<file path="src/rtl/bp_stream_host_router.sv">
// Stream host router: decodes ingress words to per-channel targets, an in-band
// status/control address or an error counter, and merges channel responses plus
// the status word back onto one egress stream via a round-robin arbiter and a
// 2-entry output FIFO.
module bp_stream_host_router #(
    parameter int num_chan_p          = 2,
    parameter int stream_addr_width_p = 32,
    parameter int stream_data_width_p = 32,
    parameter logic [num_chan_p*stream_addr_width_p-1:0] chan_base_addr_p = {32'h20, 32'h10},
    parameter logic [stream_addr_width_p-1:0] status_addr_p = 32'h30
) (
    input  logic                                       clk_i,
    input  logic                                       reset_n_i,
    input  logic                                       stream_v_i,
    input  logic [stream_addr_width_p-1:0]             stream_addr_i,
    input  logic [stream_data_width_p-1:0]             stream_data_i,
    output logic                                       stream_yumi_o,
    output logic                                       stream_v_o,
    output logic [stream_data_width_p-1:0]             stream_data_o,
    input  logic                                       stream_ready_i,
    output logic [num_chan_p-1:0]                      chan_v_o,
    output logic [num_chan_p*stream_data_width_p-1:0]  chan_data_o,
    input  logic [num_chan_p-1:0]                      chan_ready_i,
    input  logic [num_chan_p-1:0]                      chan_v_i,
    input  logic [num_chan_p*stream_data_width_p-1:0]  chan_data_i,
    output logic [num_chan_p-1:0]                      chan_yumi_o,
    output logic [15:0]                                err_count_o
);

    localparam int aw    = stream_addr_width_p;
    localparam int dw    = stream_data_width_p;
    localparam int src_n = num_chan_p + 1;   // channels plus the status source
    localparam int src_w = $clog2(src_n);

    logic [num_chan_p-1:0] match;
    logic [num_chan_p-1:0] hit;
    logic                  any_match;
    logic                  status_hit;
    logic                  unmapped;
    logic                  status_accept;
    logic                  unmapped_accept;

    logic                  status_pend_reg;
    logic [dw-1:0]         status_word_reg;
    logic [15:0]           err_count_reg;
    logic [src_w-1:0]      last_grant_reg;

    logic [src_n-1:0]      src_v;
    logic                  grant_v;
    logic [src_w-1:0]      grant_idx;
    logic                  status_grant;
    logic [dw-1:0]         enq_data;

    logic [dw-1:0]         fifo_mem [2];
    logic                  rd_ptr_reg;
    logic                  wr_ptr_reg;
    logic [1:0]            count_reg;
    logic                  enq;
    logic                  deq;

    // Per-channel address compare, fanout of ingress data and grant strobes
    for (genvar gi = 0; gi < num_chan_p; gi++) begin : g_chan
        assign match[gi]                  = (stream_addr_i == chan_base_addr_p[gi*aw +: aw]);
        assign chan_data_o[gi*dw +: dw]   = stream_data_i;
        assign chan_yumi_o[gi]            = grant_v && (grant_idx == src_w'(gi));
    end

    // Lowest-index match wins so duplicate base addresses resolve deterministically
    always_comb begin
        logic found;
        found = 1'b0;
        hit   = '0;
        for (int i = 0; i < num_chan_p; i++) begin
            if (match[i] && !found) begin
                hit[i] = 1'b1;
                found  = 1'b1;
            end
        end
    end

    assign any_match       = |match;
    assign status_hit      = !any_match && (stream_addr_i == status_addr_p);
    assign unmapped        = !any_match && !status_hit;
    assign chan_v_o        = {num_chan_p{stream_v_i}} & hit;
    assign status_accept   = stream_v_i && status_hit && !status_pend_reg;
    assign unmapped_accept = stream_v_i && unmapped;
    assign stream_yumi_o   = stream_v_i && ((|(hit & chan_ready_i)) ||
                                            (status_hit && !status_pend_reg) || unmapped);

    assign src_v        = {status_pend_reg, chan_v_i};
    assign status_grant = grant_v && (grant_idx == src_w'(num_chan_p));

    // Round-robin search starting just after the last granted source; no grant while
    // the FIFO is full (even if it drains this cycle) or while reset is held
    always_comb begin
        int cand;
        grant_v   = 1'b0;
        grant_idx = '0;
        cand      = 0;
        if (reset_n_i && (count_reg < 2'd2)) begin
            for (int k = 1; k <= src_n; k++) begin
                cand = (int'(last_grant_reg) + k) % src_n;
                if (!grant_v && src_v[src_w'(cand)]) begin
                    grant_v   = 1'b1;
                    grant_idx = src_w'(cand);
                end
            end
        end
    end

    // Select the word of the granted source for enqueue
    always_comb begin
        enq_data = status_word_reg;
        for (int i = 0; i < num_chan_p; i++) begin
            if (grant_idx == src_w'(i)) begin
                enq_data = chan_data_i[i*dw +: dw];
            end
        end
    end

    assign enq = grant_v;
    assign deq = (count_reg != 2'd0) && stream_ready_i;

    // FIFO pointers, occupancy and the arbiter's last-grant memory
    always_ff @(posedge clk_i or negedge reset_n_i) begin
        if (!reset_n_i) begin
            rd_ptr_reg     <= 1'b0;
            wr_ptr_reg     <= 1'b0;
            count_reg      <= 2'd0;
            last_grant_reg <= src_w'(num_chan_p);
        end else begin
            if (enq) begin
                wr_ptr_reg     <= ~wr_ptr_reg;
                last_grant_reg <= grant_idx;
            end
            if (deq) begin
                rd_ptr_reg <= ~rd_ptr_reg;
            end
            if (enq && !deq) begin
                count_reg <= count_reg + 2'd1;
            end else if (!enq && deq) begin
                count_reg <= count_reg - 2'd1;
            end
        end
    end

    // FIFO storage; contents need no reset because occupancy gates visibility
    always_ff @(posedge clk_i) begin
        if (enq) begin
            fifo_mem[wr_ptr_reg] <= enq_data;
        end
    end

    assign stream_v_o    = (count_reg != 2'd0);
    assign stream_data_o = fifo_mem[rd_ptr_reg];

    // Status capture/pending flag and the saturating unmapped-write counter
    always_ff @(posedge clk_i or negedge reset_n_i) begin
        if (!reset_n_i) begin
            status_pend_reg <= 1'b0;
            status_word_reg <= '0;
            err_count_reg   <= 16'd0;
        end else begin
            if (status_accept) begin
                status_pend_reg <= 1'b1;
                status_word_reg <= dw'({err_count_reg, 16'(num_chan_p)});
            end else if (status_grant) begin
                status_pend_reg <= 1'b0;
            end
            if (status_accept && stream_data_i[0]) begin
                err_count_reg <= 16'd0;
            end else if (unmapped_accept && (err_count_reg != 16'hFFFF)) begin
                err_count_reg <= err_count_reg + 16'd1;
            end
        end
    end

    assign err_count_o = err_count_reg;

endmodule

</file>
<file path="config.mk">
export PLATFORM = sky130hd
export DESIGN_NAME = bp_stream_host_router
export DESIGN_NICKNAME = d
export VERILOG_FILES = /design/src/rtl/bp_stream_host_router.sv
export SDC_FILE = /design/constraint.sdc
export NUM_CORES = 1
export LEC_CHECK = 0
export CAP_MARGIN = 20
export CORE_UTILIZATION = 39
export CTS_BUF_LIST = sky130_fd_sc_hd__clkbuf_4
export CTS_CLUSTER_DIAMETER = 150
export DETAILED_ROUTE_END_ITERATION = 10
export HOLD_SLACK_MARGIN = 0.12
export PLACE_DENSITY = 0.79
export SYNTH_ARGS = -nofsm -noshare
export SYNTH_HDL_FRONTEND = slang
export SYNTH_SLANG_ARGS = --single-unit
</file>
<file path="constraint.sdc">
create_clock -name clk_i -period 3 [get_ports clk_i]
set_input_delay 0.45 -clock clk_i [delete_from_list [all_inputs] [get_ports clk_i]]
set_output_delay 0.45 -clock clk_i [all_outputs]
set_load 0.01 [all_outputs]
</file>
==> metrics.md <==
| Metric | Value |
|---|---|
| IO Port Bufs | 160 |
| Cell Rows | 43 |
| First-pass GRT wire length | 22.0 mm |
| Core area | 13900 um2 |
| CP required | 2.55 ns |
| Syn avg cell area | 11.9 um2 |
| Asr flop ratio synth | 38.5% |
| Routed wl met2 | 7.56 mm |
| Setup CP Type | reg -> out |
| Final min period | 2.87 ns |
| FMAX | 348 MHz |
| Largest net degree at the start of global routing | 41 |
| Worst-margin pin slew | 0.692 ns |
| Post-DP HPWL | 11.4 mm |
| Synth Cell Area | 5530 um2 |
| Total setup buffers inserted after CTS | 0 |
| IO Count | 254 |
| Die area | 14700 um2 |
| RSZ-0062 raised after global routing | false |
| MaxCap Viol Count | 0 |
| Post-Synthesis Cells | 467 |
| Number of synthesized flops with an enable pin | 64 |
| Multi-input logic area | 2070 um2 |
| Crit Reg-Reg Startpoint | last_grant_reg[1]$_DFFE_PN1P_ |
| Skew-Pair Late Insertion Delay | 0.44 ns |
| Seq/Total Area, Yosys | 52.8% |
| Setup TNS | 0 ns |
| Synth-to-layout area growth | 28.7% |
| CP Capture Type | primary output |
| FILL cells | 1236 |
| Uppermost layer routed | met4 |
| Worst EP arrival | 2.42 ns |
| Gr usage total | 19.8% |
| PwrDens | 696 nW/um2 |
| Seq. cell area | 2930 um2 |
| Total Power | 4.96 mW |
| Worst clock skew | 0.0200 ns |
| Routed met3 length | 1.39 mm |
| WL met1 | 5.58 mm |
| Via density | 5.45 |
| Initial core utilization | 39.9% |
| Worst setup endpoint | chan_yumi_o[0] |
| Worst-path maximum fanout | 7 |
| CTS sink count | 104 |
| DR vias | 4122 |
| Dominant synthesized flop cell | edfxtp_1 |
| CTS tree | yes |
| Syn Nets | 609 |
| Crit. Startpoint | last_grant_reg[1]$_DFFE_PN1P_ |
| Htree depth | 3 |
| Number of flip-flops in the largest register | 64 |
| ANT cells | 0 |
| Die H | 121 um |
| Layout cells sized above 1 | 18.0% |
| Final hold violation count | 0 |
| FF-to-FF setup slack | 0.36 ns |
| Hold WC Path Type | in -> async |
| Leakage | 2.59 nW |
| Final #Nets | 714 |
| First-pass DRT Iterations | 5 |
| Cell area after layout | 7120 um2 |
| WL final | 14.7 mm |
| Worst R2R Path Depth | 7 |
| Slew HR | 53.8% |
| Clk root buf | clkbuf_4 |
| Clock transition at path regs | 0.15 ns |
| VDD IR max | 0.296 mV |
| Final setup viols | 0 |
| Vias in the first global route | 3944 |
| Netlist cell types | 49 |
| Final ANT Viol Nets | 0 |
| CTS max path bufs | 2 |
| Max-slew violations | 0 |
| Die span in x | 121 um |
| DP Area | 6940 um2 |
| Gr ovfl total | 0 |
| Crit Reg-Reg Endpoint | fifo_mem[1][22]$_DFFE_PP_ |
| Iteration-0 DRC Markers | 272 |
| Status | completed |
| Setup crit start kind | flip-flop |
| Antenna violations before repair | 0 |
| # DRC | 0 |
| Flops & latches, synth | 104 |
| Gp weighted congestion | 0.924 |
| Synth warn | 0 |
| Period utilization | 95.7% |
| Wire per inst | 19.5 um |
| TritonCTS Buffers | 9 |
Yosys cell counts (all sizes together) (5+ instances only):
cell type | count | share of area (%)
edfxtp | 64 | 35
or4 | 8 | 1.1
mux2i | 7 | 1.3
o21ai | 11 | 0.99
dfrtp | 39 | 18
ha | 6 | 1.4
nand2b | 5 | 0.57
o31ai | 8 | 1.1
a22o | 15 | 2.4
nor4 | 9 | 1.0
a221o | 17 | 3.1
buf | 74 | 9.6
a21oi | 30 | 2.7
nor2b | 7 | 0.79
clkbuf | 10 | 0.70
nor2 | 9 | 0.61
nand3 | 12 | 1.3
inv | 9 | 0.61
mux2 | 47 | 9.6
nand2 | 38 | 2.6
routing by layer:
metal	GRT usage, %	vias up
met5	0	-
met4	4.24	0
met3	5.64	23
met2	36.4	256
met1	22.6	1939
li1	-	1904
kinds of logic after synthesis:
group,after synthesis,synth area share (%)
and+or+nand+nor,115,11.4
DFF,104,52.8
buffers and inverters,93,10.9
AOI/OAI and AO/OA,90,11.8
muxes,54,10.8
adders and majority gates,6,1.36
xor gates and xnor gates,5,0.791
metrics by stage:
stage | cells | utilization [%] | worst slack (ns) | hold WS [ns]
after floorplan | 467 | - | -0.139 | 0.154
after global routing | 757 | 51.3 | 0.00606 | 0.162
after CTS | 757 | 51.2 | 0.000702 | 0.146
final | 757 | 51.3 | 0.129 | 0.156
after detailed placement | 741 | 50.0 | 0.0217 | 0.459
after global placement | 741 | 50.0 | 0.108 | 0.449
power by group:
part | switching [mW] | internal [mW]
sequential | 0.176 | 1.90
clock | 0.448 | 0.255
combinational | 1.04 | 1.14
total | 1.66 | 3.30
timing repair:
action,CTS,global route
setup endpoints to repair,2,3
hold buffers,0,0
pin swaps,2,3
gates resized for setup,8,9
layout make-up:
class | instances | area share, %
clock buffers | 9 | 0.949
clock inverters | 7 | 0.984
inverters | 9 | 0.474
multi-input cells | 270 | 29.0
flip-flops and latches | 104 | 41.1
well taps | 180 | 3.16
repair buffers | 178 | 24.3
critical path, stage by stage, from the launching register on:
cell and delay [ns]:
dfstp_2 0.62, ha_4 0.24, or2_1 0.24, a32oi_2 0.26
nand3_1 0.13, a2bb2oi_2 0.18, nor2b_1 0.15, buf_2 0.15
worst min path at each step:
stage / start / end / slack [ns] / cells after the start
2_1_floorplan: reset_n_i / count_reg[0]$_DFFE_PN0P_ / 0.15 / 0
3_3_place_gp: status_word_reg[1]$_DFFE_PN0P_ / status_word_reg[1]$_DFFE_PN0P_ / 0.45 / 1
3_5_place_dp: status_word_reg[1]$_DFFE_PN0P_ / status_word_reg[1]$_DFFE_PN0P_ / 0.46 / 1
4_1_cts: reset_n_i / err_count_o[8]$_DFFE_PN0P_ / 0.15 / 2
5_1_grt: reset_n_i / err_count_o[0]$_DFFE_PN0P_ / 0.16 / 2
6_report: reset_n_i / err_count_o[8]$_DFFE_PN0P_ / 0.16 / 2
placed cells by master (no fill, tap or decap), types with 4 or more instances in the layout:
master,instances
a221o_1,17
inv_1,8
clkbuf_4,9
mux2_2,47
mux2i_1,7
nand2b_1,5
clkdlybuf4s50_1,157
a22o_1,15
nor2b_1,7
dfrtp_1,38
buf_4,17
nor2_1,7
nand3_1,10
and4_1,4
nand4_1,4
nand2_1,38
nor4_1,8
ha_1,4
o21ai_0,9
or4_1,7
nor3_1,4
a21oi_1,30
edfxtp_1,64
o31ai_1,7
(Power assumes the default switching activity.)
